`src/rtl/mixcolumn_fwd_seq_if.sv`:
```
// Handshake bundle for the forward MixColumns engine: an input state channel,
// an output result channel and a busy indicator.
interface mixcolumn_fwd_seq_if;
   logic         in_valid;
   logic         in_ready;
   logic [127:0] in_data;
   logic         in_last;
   logic         out_valid;
   logic         out_ready;
   logic [127:0] out_data;
   logic         busy;

   // Producer/consumer side (round controller)
   modport master (
      output in_valid, in_data, in_last, out_ready,
      input  in_ready, out_valid, out_data, busy
   );

   // Engine side
   modport slave (
      input  in_valid, in_data, in_last, out_ready,
      output in_ready, out_valid, out_data, busy
   );
endinterface

```
`src/rtl/mixcolumn_fwd_seq.sv`:
```
// Sequential forward AES MixColumns. A captured state is transformed
// COLS_PER_CYCLE columns per clock and then held until the consumer takes it.
// in_last bypasses the transform with identical latency (final AES round).
module mixcolumn_fwd_seq #(
   parameter int COLS_PER_CYCLE = 1
) (
   input  logic              clk,
   input  logic              rst_n,
   mixcolumn_fwd_seq_if.slave bus
);

   generate
      if (!(COLS_PER_CYCLE == 1 || COLS_PER_CYCLE == 2 || COLS_PER_CYCLE == 4)) begin : g_bad_cfg
         $error("mixcolumn_fwd_seq: COLS_PER_CYCLE must be 1, 2 or 4");
      end
   endgenerate

   // Column counter value of the final BUSY cycle, and its per-cycle step.
   // With four columns per cycle the first BUSY cycle is also the last.
   localparam logic [1:0] LAST_CNT = 2'(4 - COLS_PER_CYCLE);
   localparam logic [1:0] STEP     = 2'(COLS_PER_CYCLE % 4);

   localparam logic [1:0] ST_IDLE = 2'd0;
   localparam logic [1:0] ST_BUSY = 2'd1;
   localparam logic [1:0] ST_DONE = 2'd2;

   logic [1:0]   state_q, state_d;
   logic [127:0] src_q, src_d;
   logic [127:0] dst_q, dst_d;
   logic         byp_q, byp_d;
   logic [1:0]   col_cnt_q, col_cnt_d;

   function automatic logic [7:0] xtime(input logic [7:0] x);
      return {x[6:0], 1'b0} ^ (x[7] ? 8'h1B : 8'h00);
   endfunction

   // One column: row 0 is the most significant byte
   function automatic logic [31:0] mix_column(input logic [31:0] c);
      logic [7:0] s0, s1, s2, s3;
      logic [7:0] r0, r1, r2, r3;
      s0 = c[31:24];
      s1 = c[23:16];
      s2 = c[15:8];
      s3 = c[7:0];
      r0 = xtime(s0) ^ (xtime(s1) ^ s1) ^ s2 ^ s3;
      r1 = s0 ^ xtime(s1) ^ (xtime(s2) ^ s2) ^ s3;
      r2 = s0 ^ s1 ^ xtime(s2) ^ (xtime(s3) ^ s3);
      r3 = (xtime(s0) ^ s0) ^ s1 ^ s2 ^ xtime(s3);
      return {r0, r1, r2, r3};
   endfunction

   // Next-state logic: capture in IDLE, fill dst columns in BUSY, hold in DONE
   always_comb begin
      state_d   = state_q;
      src_d     = src_q;
      byp_d     = byp_q;
      dst_d     = dst_q;
      col_cnt_d = col_cnt_q;
      case (state_q)
         ST_IDLE: begin
            if (bus.in_valid) begin
               src_d     = bus.in_data;
               byp_d     = bus.in_last;
               col_cnt_d = 2'd0;
               state_d   = ST_BUSY;
            end
         end
         ST_BUSY: begin
            for (int j = 0; j < COLS_PER_CYCLE; j++) begin
               dst_d[127 - 32*(int'(col_cnt_q) + j) -: 32] = byp_q
                  ? src_q[127 - 32*(int'(col_cnt_q) + j) -: 32]
                  : mix_column(src_q[127 - 32*(int'(col_cnt_q) + j) -: 32]);
            end
            if (col_cnt_q == LAST_CNT) begin
               col_cnt_d = 2'd0;
               state_d   = ST_DONE;
            end else begin
               col_cnt_d = col_cnt_q + STEP;
            end
         end
         ST_DONE: begin
            if (bus.out_ready) begin
               state_d = ST_IDLE;
            end
         end
         default: begin
            state_d = ST_IDLE;
         end
      endcase
   end

   // State and datapath registers; reset discards any partial state
   always_ff @(posedge clk or negedge rst_n) begin
      if (!rst_n) begin
         state_q   <= ST_IDLE;
         src_q     <= 128'h0;
         dst_q     <= 128'h0;
         byp_q     <= 1'b0;
         col_cnt_q <= 2'd0;
      end else begin
         state_q   <= state_d;
         src_q     <= src_d;
         dst_q     <= dst_d;
         byp_q     <= byp_d;
         col_cnt_q <= col_cnt_d;
      end
   end

   assign bus.in_ready  = (state_q == ST_IDLE);
   assign bus.out_valid = (state_q == ST_DONE);
   assign bus.busy      = (state_q != ST_IDLE);
   assign bus.out_data  = dst_q;

endmodule

```
`src/flat_wrapper.sv`:
```
// flat-port wrapper written by rule: the top's interface ports become plain ports
module mixcolumn_fwd_seq_flat 
#(
   parameter int COLS_PER_CYCLE = 1
)
  (clk, rst_n, bus_in_valid, bus_in_data, bus_in_last, bus_out_ready, bus_in_ready, bus_out_valid, bus_out_data, bus_busy);
  mixcolumn_fwd_seq_if bus_i ();
  input  logic clk;
  input  logic rst_n;
  input wire logic [$bits(bus_i.in_valid)-1:0] bus_in_valid;
  input wire logic [$bits(bus_i.in_data)-1:0] bus_in_data;
  input wire logic [$bits(bus_i.in_last)-1:0] bus_in_last;
  input wire logic [$bits(bus_i.out_ready)-1:0] bus_out_ready;
  output wire logic [$bits(bus_i.in_ready)-1:0] bus_in_ready;
  output wire logic [$bits(bus_i.out_valid)-1:0] bus_out_valid;
  output wire logic [$bits(bus_i.out_data)-1:0] bus_out_data;
  output wire logic [$bits(bus_i.busy)-1:0] bus_busy;
  assign bus_i.in_valid = bus_in_valid;
  assign bus_i.in_data = bus_in_data;
  assign bus_i.in_last = bus_in_last;
  assign bus_i.out_ready = bus_out_ready;
  assign bus_in_ready = bus_i.in_ready;
  assign bus_out_valid = bus_i.out_valid;
  assign bus_out_data = bus_i.out_data;
  assign bus_busy = bus_i.busy;
  mixcolumn_fwd_seq #(.COLS_PER_CYCLE(COLS_PER_CYCLE)) u_core (.clk(clk), .rst_n(rst_n), .bus(bus_i));
endmodule
```
`config.mk`:
```
export PLATFORM = sky130hd
export DESIGN_NAME = mixcolumn_fwd_seq_flat
export DESIGN_NICKNAME = d
export VERILOG_FILES = /design/src/rtl/mixcolumn_fwd_seq_if.sv /design/src/rtl/mixcolumn_fwd_seq.sv /design/src/flat_wrapper.sv
export SDC_FILE = /design/constraint.sdc
export NUM_CORES = 1
export LEC_CHECK = 0
export BUFFER_PORTS_ARGS = -buffer_cell sky130_fd_sc_hd__buf_2
export CORE_ASPECT_RATIO = 1.75
export CORE_MARGIN = 2
export CORE_UTILIZATION = 59
export DETAILED_ROUTE_END_ITERATION = 7
export PLACE_DENSITY_LB_ADDON = 0.12
export SLEW_MARGIN = 40
export SYNTH_ARGS = -nofsm -noshare
export SYNTH_HDL_FRONTEND = slang
export SYNTH_SLANG_ARGS = --single-unit
export TNS_END_PERCENT = 20
```
`constraint.sdc`:
```
create_clock -name clk -period 3.9 [get_ports clk]
set_input_delay 0.39 -clock clk [delete_from_list [all_inputs] [get_ports clk]]
set_output_delay 0.39 -clock clk [all_outputs]
set_load 0.02 [all_outputs]
```
==> results of run 1 <==
cells by family after synthesis:
group           share of synthesized area [%]
xor+xnor                                11.44
buf+inv                                 3.422
fa+ha+maj                              0.4050
mux                                     17.67
compound gates                          13.20
flops                                   52.86
simple gates                            1.003
flip-flops by register name (all words and copies together), names as in the netlist:
name / flops
u_core.byp_q: 1
u_core.col_cnt_q: 2
u_core.src_q: 128
u_core.bus.out_data: 128
u_core.state_q: 2
cell usage after synthesis, drive strengths merged (4+ instances only):
master	n
buf	39
a22oi	128
mux2	129
xnor2	13
o21ai	129
ha	4
xnor3	36
dfrtp	261
mux4	32
inv	5
or4	4
clkbuf	40
xor3	8
nand3b	4
xor2	17
metal layers:
metal  global-route usage (%)  share of wire (%)  vias up
li1                         -                  -     3725
met1                    38.83                 36     4343
met2                    51.19                 50      482
met3                    5.711                7.4      127
met4                    17.84                6.3        0
met5                        0                  0        -
per-stage QoR:
step           cells  setup slack [ps]  utilization [%]  hold WS (ps)  instance area, µm²
2_1_floorplan    865              1587                -         94.41               12360
3_3_place_gp    1324             975.0            66.63         485.3               13830
5_1_grt         1369             898.2            70.60         87.97               14660
3_5_place_dp    1325              1036            66.78         368.2               13860
6_report        1369              1003            70.60         70.65               14660
4_1_cts         1366              1022            70.57         59.73               14650
worst reg2reg max path, cell delays in order, from the launching register on:
cell,delay [ps]
sky130_fd_sc_hd__dfrtp_2,540
sky130_fd_sc_hd__buf_4,310
sky130_fd_sc_hd__mux4_2,760
sky130_fd_sc_hd__xor2_2,450
sky130_fd_sc_hd__xnor3_1,590
sky130_fd_sc_hd__o21ai_1,180
final cells by class:
type / instances / share of cell area, %
Timing Repair Buffer: 288 / 10.74
Clock inverter: 6 / 0.5464
Clock buffer: 34 / 4.755
Tap cell: 252 / 2.151
Antenna cell: 3 / 0.05123
Inverter: 5 / 0.1281
Multi-Input combinational cell: 520 / 37.03
Sequential cell: 261 / 44.60
how the worst max path moves through the flow:
| stage | to | slack (ps) | cells after the start |
|---|---|---|---|
| after floorplan | u_core.bus.out_data[107] | 1590 | 10 |
| after global placement | u_core.bus.out_data[45] | 980 | 4 |
| after detailed placement | u_core.bus.out_data[27] | 1040 | 5 |
| after CTS | u_core.bus.out_data[27] | 1020 | 5 |
| after global routing | u_core.bus.out_data[27] | 900 | 5 |
| final | u_core.bus.out_data[27] | 1000 | 5 |
layout by cell type (no fill, tap or decap), types with 2 or more instances in the layout:
cell                        instances
sky130_fd_sc_hd__xnor2_4            4
sky130_fd_sc_hd__a22oi_1          128
sky130_fd_sc_hd__ha_1               4
sky130_fd_sc_hd__clkinv_2           4
sky130_fd_sc_hd__nand3b_1           4
sky130_fd_sc_hd__xor3_1             8
sky130_fd_sc_hd__clkbuf_8           8
sky130_fd_sc_hd__or4_1              4
sky130_fd_sc_hd__nor2_1             2
sky130_fd_sc_hd__buf_4             20
sky130_fd_sc_hd__o21ai_0           48
sky130_fd_sc_hd__o21ai_1           81
sky130_fd_sc_hd__buf_2            262
sky130_fd_sc_hd__mux2_2           129
sky130_fd_sc_hd__xnor3_1           36
sky130_fd_sc_hd__diode_2            3
sky130_fd_sc_hd__dfrtp_1          259
sky130_fd_sc_hd__xor2_1            12
sky130_fd_sc_hd__a22o_1             2
sky130_fd_sc_hd__xnor2_2            5
sky130_fd_sc_hd__buf_12             3
sky130_fd_sc_hd__inv_1              5
sky130_fd_sc_hd__clkbuf_16         23
sky130_fd_sc_hd__clkbuf_1           3
sky130_fd_sc_hd__nor3_2             3
sky130_fd_sc_hd__xnor2_1            4
sky130_fd_sc_hd__nand2_1            2
sky130_fd_sc_hd__xor2_2             5
sky130_fd_sc_hd__mux4_2            32
sky130_fd_sc_hd__bufinv_16          2
what timing repair did:
| action | CTS | global route |
|---|---|---|
| hold buffers | 1 | 0 |
| resized for setup | 0 | 0 |
| endpoints found under the hold margin | 60 | 0 |
| endpoints found under the setup margin | 0 | 0 |
==> impl_table.tex, run 1 <==
\begin{tabular}{lr}
\hline
Metric & Value \\
\hline
\multicolumn{2}{l}{\textbf{Status}} \\
Status & completed \\
\multicolumn{2}{l}{\textbf{Synth}} \\
Share of synthesized area occupied by flip-flops and latches & 52.86\% \\
Post-synth top area cell & sky130\_fd\_sc\_hd\_\_dfrtp\_1 \\
Synth Flop Type & sky130\_fd\_sc\_hd\_\_dfrtp\_1 \\
Number of distinct library cells after synthesis & 35 \\
Count of state elements after synthesis & 261 \\
Synthesized cell area & 12360 µm² \\
Asr flop ratio synth & 100.0\% \\
Mapped Nets & 1002 \\
Number of enable-type register cells in the synthesized netlist & 0 \\
Warnings, synthesis & 0 \\
Top post-synthesis cells by area & sky130\_fd\_sc\_hd\_\_dfrtp\_1, sky130\_fd\_sc\_hd\_\_mux2\_2, sky130\_fd\_sc\_hd\_\_a22oi\_1 \\
Top cell type's share of synthesized area & 52.86\% \\
Average cell area after synthesis & 14.29 µm² \\
Number of standard cells after synthesis & 865 \\
\multicolumn{2}{l}{\textbf{Placement}} \\
Routability congestion estimate from global placement & 0.8540 \\
Port Buf Inserts & 263 \\
Half-perimeter wire length after placement & 24.04 mm \\
\multicolumn{2}{l}{\textbf{Setup path}} \\
Worst-path maximum fanout & 11 \\
CP startpoint kind & flip-flop \\
Critical path capture point type & flip-flop \\
Cell-by-cell trace of the critical path & buf\_4 > mux4\_2 > xor2\_2 > xnor3\_1 > o21ai\_1 \\
Worst Path Required & 4340 ps \\
Crit path max-delay cell type & sky130\_fd\_sc\_hd\_\_mux4\_2 \\
Setup slack of the most critical reg-to-reg path & 1000 ps \\
Critical path arrival & 3330 ps \\
Worst r2r path cells & 5 \\
WP buf/inv & 1 \\
Longest individual stage delay on the worst path & 750 ps \\
Crit path max-delay family & XOR/XNOR gates \\
Critical setup path kind & reg -> reg \\
R2R Path Start & u\_core.col\_cnt\_q[0] \\
Endpoint of the worst register-to-register path & u\_core.bus.out\_data[27] \\
Crit. Startpoint & u\_core.col\_cnt\_q[0] \\
\multicolumn{2}{l}{\textbf{Die}} \\
Total die area & 22160 µm² \\
Die span in y & 195.4 µm \\
Starting density of the core & 59.53\% \\
Width of the die & 113.4 µm \\
Row count & 70 \\
Number of ports placed on the die boundary & 264 \\
Placeable core region & 20760 µm² \\
\multicolumn{2}{l}{\textbf{CTS}} \\
Root cell of the clock tree & sky130\_fd\_sc\_hd\_\_clkbuf\_16 \\
TritonCTS clock tree & yes \\
Clk Latency, worst-skew pair & 510 ps \\
Htree depth & 1 \\
Clock net sink count & 261 \\
Clock tree buffer depth & 3 \\
Clock slew seen by the registers of the worst setup and hold paths & 70 ps \\
Number of post-CTS setup repair buffers & 0 \\
TritonCTS buffer count & 23 \\
\multicolumn{2}{l}{\textbf{Routing}} \\
Mean routed wirelength per cell & 25.09 µm \\
Iteration-0 DRC Markers & 792 \\
DRC Markers & 0 \\
Via count normalized by instance count & 6.338 \\
Number of detailed-route iterations in the first pass & 5 \\
Detailed Route WL & 34.35 mm \\
Vias & 8677 \\
ANT nets after route & 0 \\
\multicolumn{2}{l}{\textbf{Run}} \\
Number of violations of the max-capacitance limit & 0 \\
\multicolumn{2}{l}{\textbf{Finish}} \\
Multi-input combinational cell area & 5426 µm² \\
Area taken by flip-flops and latches & 6536 µm² \\
Net total in the final layout & 1236 \\
Share of layout cells above drive strength 1 & 45.51\% \\
Number of fill cells & 1522 \\
Area Overhead vs Synth & 18.60\% \\
\multicolumn{2}{l}{\textbf{Global routing}} \\
First-pass GRT wire length & 52.59 mm \\
Number of antenna violations at the first check in global routing & 4 \\
Congestion Overflow GR & 0 \\
Largest net degree at the start of global routing & 93 \\
All-layer global routing usage & 31.19\% \\
Via count of the first global-routing pass & 9095 \\
\multicolumn{2}{l}{\textbf{Timing}} \\
Setup Skew & 14.84 ps \\
Min cycle time layout & 2897 ps \\
Slew at the pin closest to its max-slew limit & 658.3 ps \\
Final-layout setup total negative slack & 0 ps \\
Setup repair after global routing missed its margin & no \\
Pins Over Slew Limit & 0 \\
Final hold viol count & 0 \\
Achievable Freq & 345.2 MHz \\
Setup violation total in the final timing report & 0 \\
Worst slew slack as a fraction of its limit & 55.96\% \\
Ratio of final minimum period to clock period & 74.27\% \\
\multicolumn{2}{l}{\textbf{Worst hold path}} \\
Worst hold path stage count & 2 \\
Classification of the worst-slack hold path & in -> reg \\
Hold worst-path end & u\_core.state\_q[1] \\
HP Start & bus\_out\_ready \\
\hline
\end{tabular}
Power of run 1 is not shown: default switching activity piles up to over one toggle a cycle in this logic, so the estimate is an artifact.
==> inputs of run 2 (changes only) <==
--- a/config.mk
+++ b/config.mk
@@ -5,10 +5,11 @@
 export SDC_FILE = /design/constraint.sdc
 export NUM_CORES = 1
 export LEC_CHECK = 0
+export ABC_AREA = 1
 export BUFFER_PORTS_ARGS = -buffer_cell sky130_fd_sc_hd__buf_2
 export CORE_ASPECT_RATIO = 1.75
 export CORE_MARGIN = 2
-export CORE_UTILIZATION = 59
+export CORE_UTILIZATION = 56
 export DETAILED_ROUTE_END_ITERATION = 7
 export PLACE_DENSITY_LB_ADDON = 0.12
 export SLEW_MARGIN = 40
==> constraint.sdc (replaced) <==
create_clock -name clk -period 2.68 [get_ports clk]
set_input_delay 0.268 -clock clk [delete_from_list [all_inputs] [get_ports clk]]
set_output_delay 0.268 -clock clk [all_outputs]
set_load 0.02 [all_outputs]
==> run 2 against run 1 <==
  * Global-route usage is 5.6 points higher
  * Highest routed layer unchanged
  * Non-clock buffer count is 131 higher
  * Die area is 17% higher
  * Wire length is 39% higher
  * Synthesized cell count is 130% higher
  * The flow now finishes with violations (negative hold slack)
==> impl_table.tex, run 2 <==
\begin{tabular}{lr}
\hline
Metric & Value \\
\hline
\multicolumn{2}{l}{\textbf{Status}} \\
Status & complete, but fails checks (was completed) \\
Violated checks & negative hold slack \\
\multicolumn{2}{l}{\textbf{Synth}} \\
Count of state elements after synthesis & 261 (unchanged) \\
Mapped Nets & 2101 (was 1002) \\
Average cell area after synthesis & 7.040 µm² (was 14.29 µm²) \\
Number of distinct library cells after synthesis & 30 (was 35) \\
Synth Flop Type & sky130\_fd\_sc\_hd\_\_dfrtp\_1 (unchanged) \\
Number of standard cells after synthesis & 1964 (was 865) \\
Number of enable-type register cells in the synthesized netlist & 0 (unchanged) \\
Library cell with the highest instance count after synthesis & sky130\_fd\_sc\_hd\_\_nand2\_1 (was sky130\_fd\_sc\_hd\_\_dfrtp\_1) \\
Post-synth top area cell & sky130\_fd\_sc\_hd\_\_dfrtp\_1 (unchanged) \\
Synthesized cell area & 13830 µm² (was 12360 µm²) \\
Warnings, synthesis & 0 (unchanged) \\
Top post-synthesis cells by area & sky130\_fd\_sc\_hd\_\_dfrtp\_1, sky130\_fd\_sc\_hd\_\_nand2\_1, sky130\_fd\_sc\_hd\_\_nand4\_1 (was sky130\_fd\_sc\_hd\_\_dfrtp\_1, sky130\_fd\_sc\_hd\_\_mux2\_2, sky130\_fd\_sc\_hd\_\_a22oi\_1) \\
Asr flop ratio synth & 100.0\% (unchanged) \\
Share of synthesized area occupied by flip-flops and latches & 47.24\% (was 52.86\%) \\
Top cell type's share of synthesized area & 47.24\% (was 52.86\%) \\
Synth top cells by count & sky130\_fd\_sc\_hd\_\_nand2\_1, sky130\_fd\_sc\_hd\_\_dfrtp\_1, sky130\_fd\_sc\_hd\_\_nand3\_1 (was sky130\_fd\_sc\_hd\_\_dfrtp\_1, sky130\_fd\_sc\_hd\_\_mux2\_2, sky130\_fd\_sc\_hd\_\_a22oi\_1) \\
\multicolumn{2}{l}{\textbf{Routing}} \\
Vias & 14.85k (was 8677) \\
ANT nets after route & 0 (unchanged) \\
Detailed Route WL & 47.81 mm (was 34.35 mm) \\
DRC Markers & 0 (unchanged) \\
Iteration-0 DRC Markers & 1249 (was 792) \\
Via count normalized by instance count & 5.627 (was 6.338) \\
Mean routed wirelength per cell & 18.12 µm (was 25.09 µm) \\
Number of detailed-route iterations in the first pass & 6 (was 5) \\
\multicolumn{2}{l}{\textbf{Finish}} \\
Number of fill cells & 1904 (was 1522) \\
Antenna Cells & 0 (was 3) \\
Most used cells in the layout excluding fill and tap cells & sky130\_fd\_sc\_hd\_\_nand2\_1, sky130\_fd\_sc\_hd\_\_buf\_2, sky130\_fd\_sc\_hd\_\_dfrtp\_1 (was sky130\_fd\_sc\_hd\_\_buf\_2, sky130\_fd\_sc\_hd\_\_dfrtp\_1, sky130\_fd\_sc\_hd\_\_mux2\_2) \\
Net total in the final layout & 2448 (was 1236) \\
Area Overhead vs Synth & 26.58\% (was 18.60\%) \\
Share of layout cells above drive strength 1 & 17.40\% (was 45.51\%) \\
Most common cell after layout, fill and taps aside & sky130\_fd\_sc\_hd\_\_nand2\_1 (was sky130\_fd\_sc\_hd\_\_buf\_2) \\
\multicolumn{2}{l}{\textbf{Run}} \\
Number of violations of the max-capacitance limit & 0 (unchanged) \\
\multicolumn{2}{l}{\textbf{CTS}} \\
Clk Latency, worst-skew pair & 540 ps (was 510 ps) \\
Quantity of gates resized following cts & 0 (unchanged) \\
Root cell of the clock tree & sky130\_fd\_sc\_hd\_\_clkbuf\_16 (unchanged) \\
Clock slew seen by the registers of the worst setup and hold paths & 60 ps (was 70 ps) \\
Number of post-CTS setup repair buffers & 0 (unchanged) \\
Clock tree buffer depth & 3 (unchanged) \\
Htree depth & 1 (unchanged) \\
Clock net sink count & 261 (unchanged) \\
TritonCTS buffer count & 24 (was 23) \\
TritonCTS clock tree & yes (unchanged) \\
Hold buffers post-CTS & 127 (was 1) \\
\multicolumn{2}{l}{\textbf{Global routing}} \\
Via count of the first global-routing pass & 14.43k (was 9095) \\
Congestion Overflow GR & 0 (unchanged) \\
First-pass GRT wire length & 75.32 mm (was 52.59 mm) \\
Largest net degree at the start of global routing & 124 (was 93) \\
All-layer global routing usage & 36.78\% (was 31.19\%) \\
Number of antenna violations at the first check in global routing & 0 (was 4) \\
\multicolumn{2}{l}{\textbf{Timing}} \\
Setup repair after global routing missed its margin & no (unchanged) \\
Setup Skew & 20.15 ps (was 14.84 ps) \\
Pins Over Slew Limit & 0 (unchanged) \\
Setup violation total in the final timing report & 0 (unchanged) \\
Min cycle time layout & 2488 ps (was 2897 ps) \\
Final-layout setup total negative slack & 0 ps (unchanged) \\
Worst hold slack after final layout & -0.7348 ps (was 70.65 ps) \\
Slew at the pin closest to its max-slew limit & 729.0 ps (was 658.3 ps) \\
Worst slew slack as a fraction of its limit & 51.40\% (was 55.96\%) \\
Achievable Freq & 401.9 MHz (was 345.2 MHz) \\
Final hold viol count & 1 (was 0) \\
Ratio of final minimum period to clock period & 92.84\% (was 74.27\%) \\
\multicolumn{2}{l}{\textbf{Worst hold path}} \\
Classification of the worst-slack hold path & in -> reg (unchanged) \\
\multicolumn{2}{l}{\textbf{Setup path}} \\
CP startpoint kind & flip-flop (unchanged) \\
Critical path arrival & 2960 ps (was 3330 ps) \\
Critical path capture point type & flip-flop (unchanged) \\
Worst-path maximum fanout & 58 (was 11) \\
Critical setup path kind & reg -> reg (unchanged) \\
Worst Path Required & 3150 ps (was 4340 ps) \\
\multicolumn{2}{l}{\textbf{Pwr}} \\
Internal power contribution & 12.20 mW \\
Seq pwr share & 24.7\% \\
Static Leak & 10.16 nW \\
Switching power as a share of total power & 54.21\% \\
Power density over the cells & 1522 nW/µm² \\
Proportion of power drawn by combinational gates & 62.2\% \\
Portion of total power attributed to the clock network & 13.1\% \\
Power dissipated by switching net loads & 14.44 mW \\
Peak supply drop & 0.001042 V \\
Final Total Pwr & 26.64 mW \\
\multicolumn{2}{l}{\textbf{Placement}} \\
Routability congestion estimate from global placement & 0.9629 (was 0.8540) \\
Port Buf Inserts & 263 (unchanged) \\
Half-perimeter wire length after placement & 31.29 mm (was 24.04 mm) \\
\multicolumn{2}{l}{\textbf{Die}} \\
Total die area & 26010 µm² (was 22160 µm²) \\
Placeable core region & 24440 µm² (was 20760 µm²) \\
Starting density of the core & 56.57\% (was 59.53\%) \\
Row count & 76 (was 70) \\
Width of the die & 122.8 µm (was 113.4 µm) \\
Number of ports placed on the die boundary & 264 (unchanged) \\
Die span in y & 211.9 µm (was 195.4 µm) \\
\hline
\end{tabular}
-- run 2: worst paths after layout --
check                                      endpoint  slack, ps  cells past startpoint                    start
max                         u_core.bus.out_data[41]        190                      8      u_core.col_cnt_q[0]
min                               u_core.src_q[120]       -0.7                      3         bus_in_data[120]
max reg2reg                 u_core.bus.out_data[41]        190                      8      u_core.col_cnt_q[0]
min reg2reg                 u_core.bus.out_data[82]        470                      2  u_core.bus.out_data[82]
max in group asynchronous         u_core.src_q[107]       1550                      3                    rst_n
min in group asynchronous  u_core.bus.out_data[123]        350                      2                    rst_n
-- run 2: power by group through the flow --
stage | Combinational (mW) | Sequential, mW | Clock, mW
after global placement | 15.7 | 6.54 | 0
after detailed placement | 16.0 | 6.56 | 0
final | 16.6 | 6.58 | 3.50
after CTS | 16.3 | 6.51 | 3.51
after global routing | 18.3 | 6.70 | 3.68
after floorplan | 10.6 | 7.03 | 0
-- run 2: logic make-up (layout without fill, tap and decap cells) --
logic type	after synthesis	after routing	share of synthesized area, %
compound gates	13	13	0.5611
xor+xnor	6	6	0.3801
fa+ha+maj	4	4	0.3620
buf+inv	147	510	4.860
simple gates	1533	1533	46.60
flops	261	261	47.24
-- run 2: final cells by class --
| type | instances | area, µm² | share of cell area (%) |
|---|---|---|---|
| clock buffers | 30 | 664.4 | 3.796 |
| clock inverters | 12 | 120.1 | 0.6864 |
| inverters | 49 | 196.4 | 1.122 |
| multi-input cells | 1556 | 6640 | 37.94 |
| flip-flops and latches | 261 | 6536 | 37.35 |
| well taps | 312 | 390.4 | 2.231 |
| repair buffers | 419 | 2953 | 16.87 |
-- run 2: routing by layer --
layer	vias up	GRT usage (%)	share of wire [%]
li1	6913	-	-
met1	7046	44.33	37
met2	744	64.07	51
met3	147	4.688	6.7
met4	0	17.56	5.1
met5	-	0	0
-- run 2: critical path, cell delays in order, from the launching register on --
cell,delay [ps]
sky130_fd_sc_hd__dfrtp_4,530
sky130_fd_sc_hd__inv_8,190
sky130_fd_sc_hd__buf_4,560
sky130_fd_sc_hd__ha_1,250
sky130_fd_sc_hd__nand2_1,80
sky130_fd_sc_hd__nor2_2,100
sky130_fd_sc_hd__buf_4,360
sky130_fd_sc_hd__nand4_1,220
sky130_fd_sc_hd__nand2_1,90
-- run 2: stage by stage --
step	worst slack [ps]	std cells	area (µm²)	util, %
2_1_floorplan	485.7	1964	13830	-
5_1_grt	34.41	2639	17500	71.61
3_3_place_gp	302.8	2470	15440	63.20
6_report	192.0	2639	17500	71.61
3_5_place_dp	274.8	2470	15440	63.20
4_1_cts	251.3	2639	17500	71.61
Note: power is estimated with default switching activity, not from simulation.
==> inputs of run 3 (changes only) <==
--- a/config.mk
+++ b/config.mk
@@ -9,7 +9,9 @@
 export BUFFER_PORTS_ARGS = -buffer_cell sky130_fd_sc_hd__buf_2
 export CORE_ASPECT_RATIO = 1.75
 export CORE_MARGIN = 2
-export CORE_UTILIZATION = 56
+export CORE_UTILIZATION = 58
+export CTS_BUF_LIST = sky130_fd_sc_hd__clkbuf_4 sky130_fd_sc_hd__clkbuf_8
+export CTS_CLUSTER_SIZE = 40
 export DETAILED_ROUTE_END_ITERATION = 7
 export PLACE_DENSITY_LB_ADDON = 0.12
 export SLEW_MARGIN = 40
==> run 3 against run 2 <==
  * Cell area up 0.20%
  * Combinational power about the same
  * Count of clock-buffer cells in the layout up 30
  * The run now ends clean
  * Sequential cell count unchanged
  * Global-route usage up 2.3 points
  * Sequential share of layout area down 0.075 points
  * Worst hold slack better by 250 ps
  * Clock power down 1%
  * Register-to-register slack about the same
  * Setup slack worse by 13 ps
  * Critical path type unchanged
  * Sequential power about the same
==> impl_table.tex, run 3 (same netlist as run 2, synthesis figures left out) <==
\begin{tabular}{lr}
\hline
Metric & Value \\
\hline
\multicolumn{2}{l}{\textbf{Status}} \\
Status & completed (was complete, but fails checks) \\
\multicolumn{2}{l}{\textbf{Global routing}} \\
First-pass GRT wire length & 77.59 mm (was 75.32 mm) \\
All-layer global routing usage & 39.06\% (was 36.78\%) \\
Number of antenna violations at the first check in global routing & 2 (was 0) \\
Congestion Overflow GR & 0 (unchanged) \\
Largest net degree at the start of global routing & 124 (unchanged) \\
Via count of the first global-routing pass & 14.92k (was 14.43k) \\
\multicolumn{2}{l}{\textbf{Timing}} \\
Setup repair after global routing missed its margin & no (unchanged) \\
Worst hold slack after final layout & 253.2 ps (was -0.7348 ps) \\
Min cycle time layout & 2501 ps (was 2488 ps) \\
Setup Skew & 26.70 ps (was 20.15 ps) \\
Slew at the pin closest to its max-slew limit & 722.7 ps (was 729.0 ps) \\
Pins Over Slew Limit & 0 (unchanged) \\
Ratio of final minimum period to clock period & 93.33\% (was 92.84\%) \\
Worst slew slack as a fraction of its limit & 51.82\% (was 51.40\%) \\
Final hold viol count & 0 (was 1) \\
Setup violation total in the final timing report & 0 (unchanged) \\
Achievable Freq & 399.8 MHz (was 401.9 MHz) \\
Final-layout setup total negative slack & 0 ps (unchanged) \\
\multicolumn{2}{l}{\textbf{CTS}} \\
Root cell of the clock tree & sky130\_fd\_sc\_hd\_\_clkbuf\_8 (was sky130\_fd\_sc\_hd\_\_clkbuf\_16) \\
Clock tree buffer depth & 3 (unchanged) \\
TritonCTS clock tree & yes (unchanged) \\
Clock slew seen by the registers of the worst setup and hold paths & 70 ps (was 60 ps) \\
Clock net sink count & 261 (unchanged) \\
Htree depth & 2 (was 1) \\
TritonCTS buffer count & 39 (was 24) \\
Clk Latency, worst-skew pair & 560 ps (was 540 ps) \\
\multicolumn{2}{l}{\textbf{Finish}} \\
Most common cell after layout, fill and taps aside & sky130\_fd\_sc\_hd\_\_nand2\_1 (unchanged) \\
Most used cells in the layout excluding fill and tap cells & sky130\_fd\_sc\_hd\_\_nand2\_1, sky130\_fd\_sc\_hd\_\_buf\_2, sky130\_fd\_sc\_hd\_\_dfrtp\_1 (unchanged) \\
Net total in the final layout & 2467 (was 2448) \\
Area Overhead vs Synth & 26.83\% (was 26.58\%) \\
Share of layout cells above drive strength 1 & 18.42\% (was 17.40\%) \\
Cell Count, Final, Fillers Out & 2662 (was 2639) \\
\multicolumn{2}{l}{\textbf{Pwr}} \\
Static Leak & 10.21 nW (was 10.16 nW) \\
Switching power as a share of total power & 54.60\% (was 54.21\%) \\
Power density over the cells & 1518 nW/µm² (was 1522 nW/µm²) \\
Peak supply drop & 0.0007492 V (was 0.001042 V) \\
Proportion of power drawn by combinational gates & 62.2\% (about the same) \\
Seq pwr share & 24.8\% (was 24.7\%) \\
Power dissipated by switching net loads & 14.54 mW (was 14.44 mW) \\
Internal power contribution & 12.09 mW (was 12.20 mW) \\
Portion of total power attributed to the clock network & 13.0\% (was 13.1\%) \\
\multicolumn{2}{l}{\textbf{Die}} \\
Total die area & 25140 µm² (was 26010 µm²) \\
Width of the die & 120.7 µm (was 122.8 µm) \\
Starting density of the core & 59.02\% (was 56.57\%) \\
Die span in y & 208.2 µm (was 211.9 µm) \\
Row count & 74 (was 76) \\
Number of ports placed on the die boundary & 264 (unchanged) \\
Placeable core region & 23430 µm² (was 24440 µm²) \\
\multicolumn{2}{l}{\textbf{Worst hold path}} \\
Classification of the worst-slack hold path & in -> reg (unchanged) \\
HP Start & bus\_in\_valid (was bus\_in\_data[120]) \\
\multicolumn{2}{l}{\textbf{Routing}} \\
Mean routed wirelength per cell & 18.43 µm (was 18.12 µm) \\
DRC Markers & 0 (unchanged) \\
ANT nets after route & 0 (unchanged) \\
Vias & 15.17k (was 14.85k) \\
Via count normalized by instance count & 5.698 (was 5.627) \\
Detailed Route WL & 49.07 mm (was 47.81 mm) \\
Iteration-0 DRC Markers & 1332 (was 1249) \\
Number of detailed-route iterations in the first pass & 7 (was 6) \\
\multicolumn{2}{l}{\textbf{Run}} \\
Number of violations of the max-capacitance limit & 0 (unchanged) \\
\multicolumn{2}{l}{\textbf{Setup path}} \\
Crit. Startpoint & u\_core.col\_cnt\_q[0] (unchanged) \\
CP startpoint kind & flip-flop (unchanged) \\
R2R Path Start & u\_core.col\_cnt\_q[0] (unchanged) \\
Critical setup path kind & reg -> reg (unchanged) \\
Critical path capture point type & flip-flop (unchanged) \\
Worst-path maximum fanout & 94 (was 58) \\
Setup slack of the most critical reg-to-reg path & 180 ps (was 190 ps) \\
Critical path arrival & 2940 ps (was 2960 ps) \\
Worst Path Required & 3120 ps (was 3150 ps) \\
\multicolumn{2}{l}{\textbf{Placement}} \\
Port Buf Inserts & 263 (unchanged) \\
Routability congestion estimate from global placement & 0.9973 (was 0.9629) \\
Total placed cells including tap cells & 2462 (was 2470) \\
Half-perimeter wire length after placement & 31.30 mm (was 31.29 mm) \\
\hline
\end{tabular}
-- run 3: critical path: stages, from the launching register on --
cell and delay (ps):
sky130_fd_sc_hd__dfrtp_4 530, sky130_fd_sc_hd__buf_16 240, sky130_fd_sc_hd__nand2_1 140, sky130_fd_sc_hd__nand3_1 90, sky130_fd_sc_hd__nand2_1 320, sky130_fd_sc_hd__inv_1 150
sky130_fd_sc_hd__nand2_1 120, sky130_fd_sc_hd__nand2_1 100, sky130_fd_sc_hd__nand3_1 100, sky130_fd_sc_hd__nand3_1 260, sky130_fd_sc_hd__nand4_1 200, sky130_fd_sc_hd__nand2_1 60
-- run 3: final timing paths --
| check | end | depth (start not counted) |
|---|---|---|
| setup / recovery | u_core.bus.out_data[126] | 11 |
| hold / removal | u_core.src_q[125] | 5 |
| setup reg to reg | u_core.bus.out_data[126] | 11 |
| hold reg to reg | u_core.bus.out_data[96] | 2 |
| max in group asynchronous | u_core.src_q[89] | 3 |
| min in group asynchronous | u_core.bus.out_data[96] | 2 |
-- run 3: per-layer routing --
metal | GRT usage (%) | part of all wire [%]
met1 | 46.57 | 36
met2 | 66.67 | 50
met3 | 5.263 | 7.3
met4 | 22.89 | 6.4
met5 | 0 | 0
-- run 3: timing repair --
| action | 4_1_cts | 5_1_grt |
|---|---|---|
| resized for setup | 0 | 3 |
| endpoints found under the setup margin | 0 | 4 |
| buffers inserted | 0 | 0 |
| endpoints found under the hold margin | 215 | 0 |
| hold buffers | 131 | 0 |
-- run 3: layout make-up --
class | count | area (µm²)
diodes | 2 | 5.005
fillers | 1719 | 5889
flip-flops and latches | 261 | 6536
multi-input cells | 1556 | 6645
clock inverters | 7 | 66.31
clock buffers | 60 | 763.2
repair buffers | 423 | 2938
well taps | 304 | 380.4
inverters | 49 | 201.4
-- run 3: power by group through the flow --
stage / logic (mW) / registers, mW / clock network, mW
global route: 18.3 / 6.70 / 3.62
finish: 16.6 / 6.61 / 3.46
detailed placement: 15.9 / 6.55 / 0
global placement: 15.6 / 6.54 / 0
floorplan: 10.6 / 7.03 / 0
CTS: 16.1 / 6.51 / 3.48
-- run 3: stage by stage --
stage	total power [mW]	setup WS (ps)	utilization (%)	cell area (µm²)
2_1_floorplan	17.65	485.7	-	13830
3_3_place_gp	22.16	182.1	65.62	15370
6_report	26.63	178.8	74.86	17540
5_1_grt	28.60	4.850	74.86	17540
4_1_cts	26.10	136.7	74.76	17510
3_5_place_dp	22.45	146.5	65.62	15370
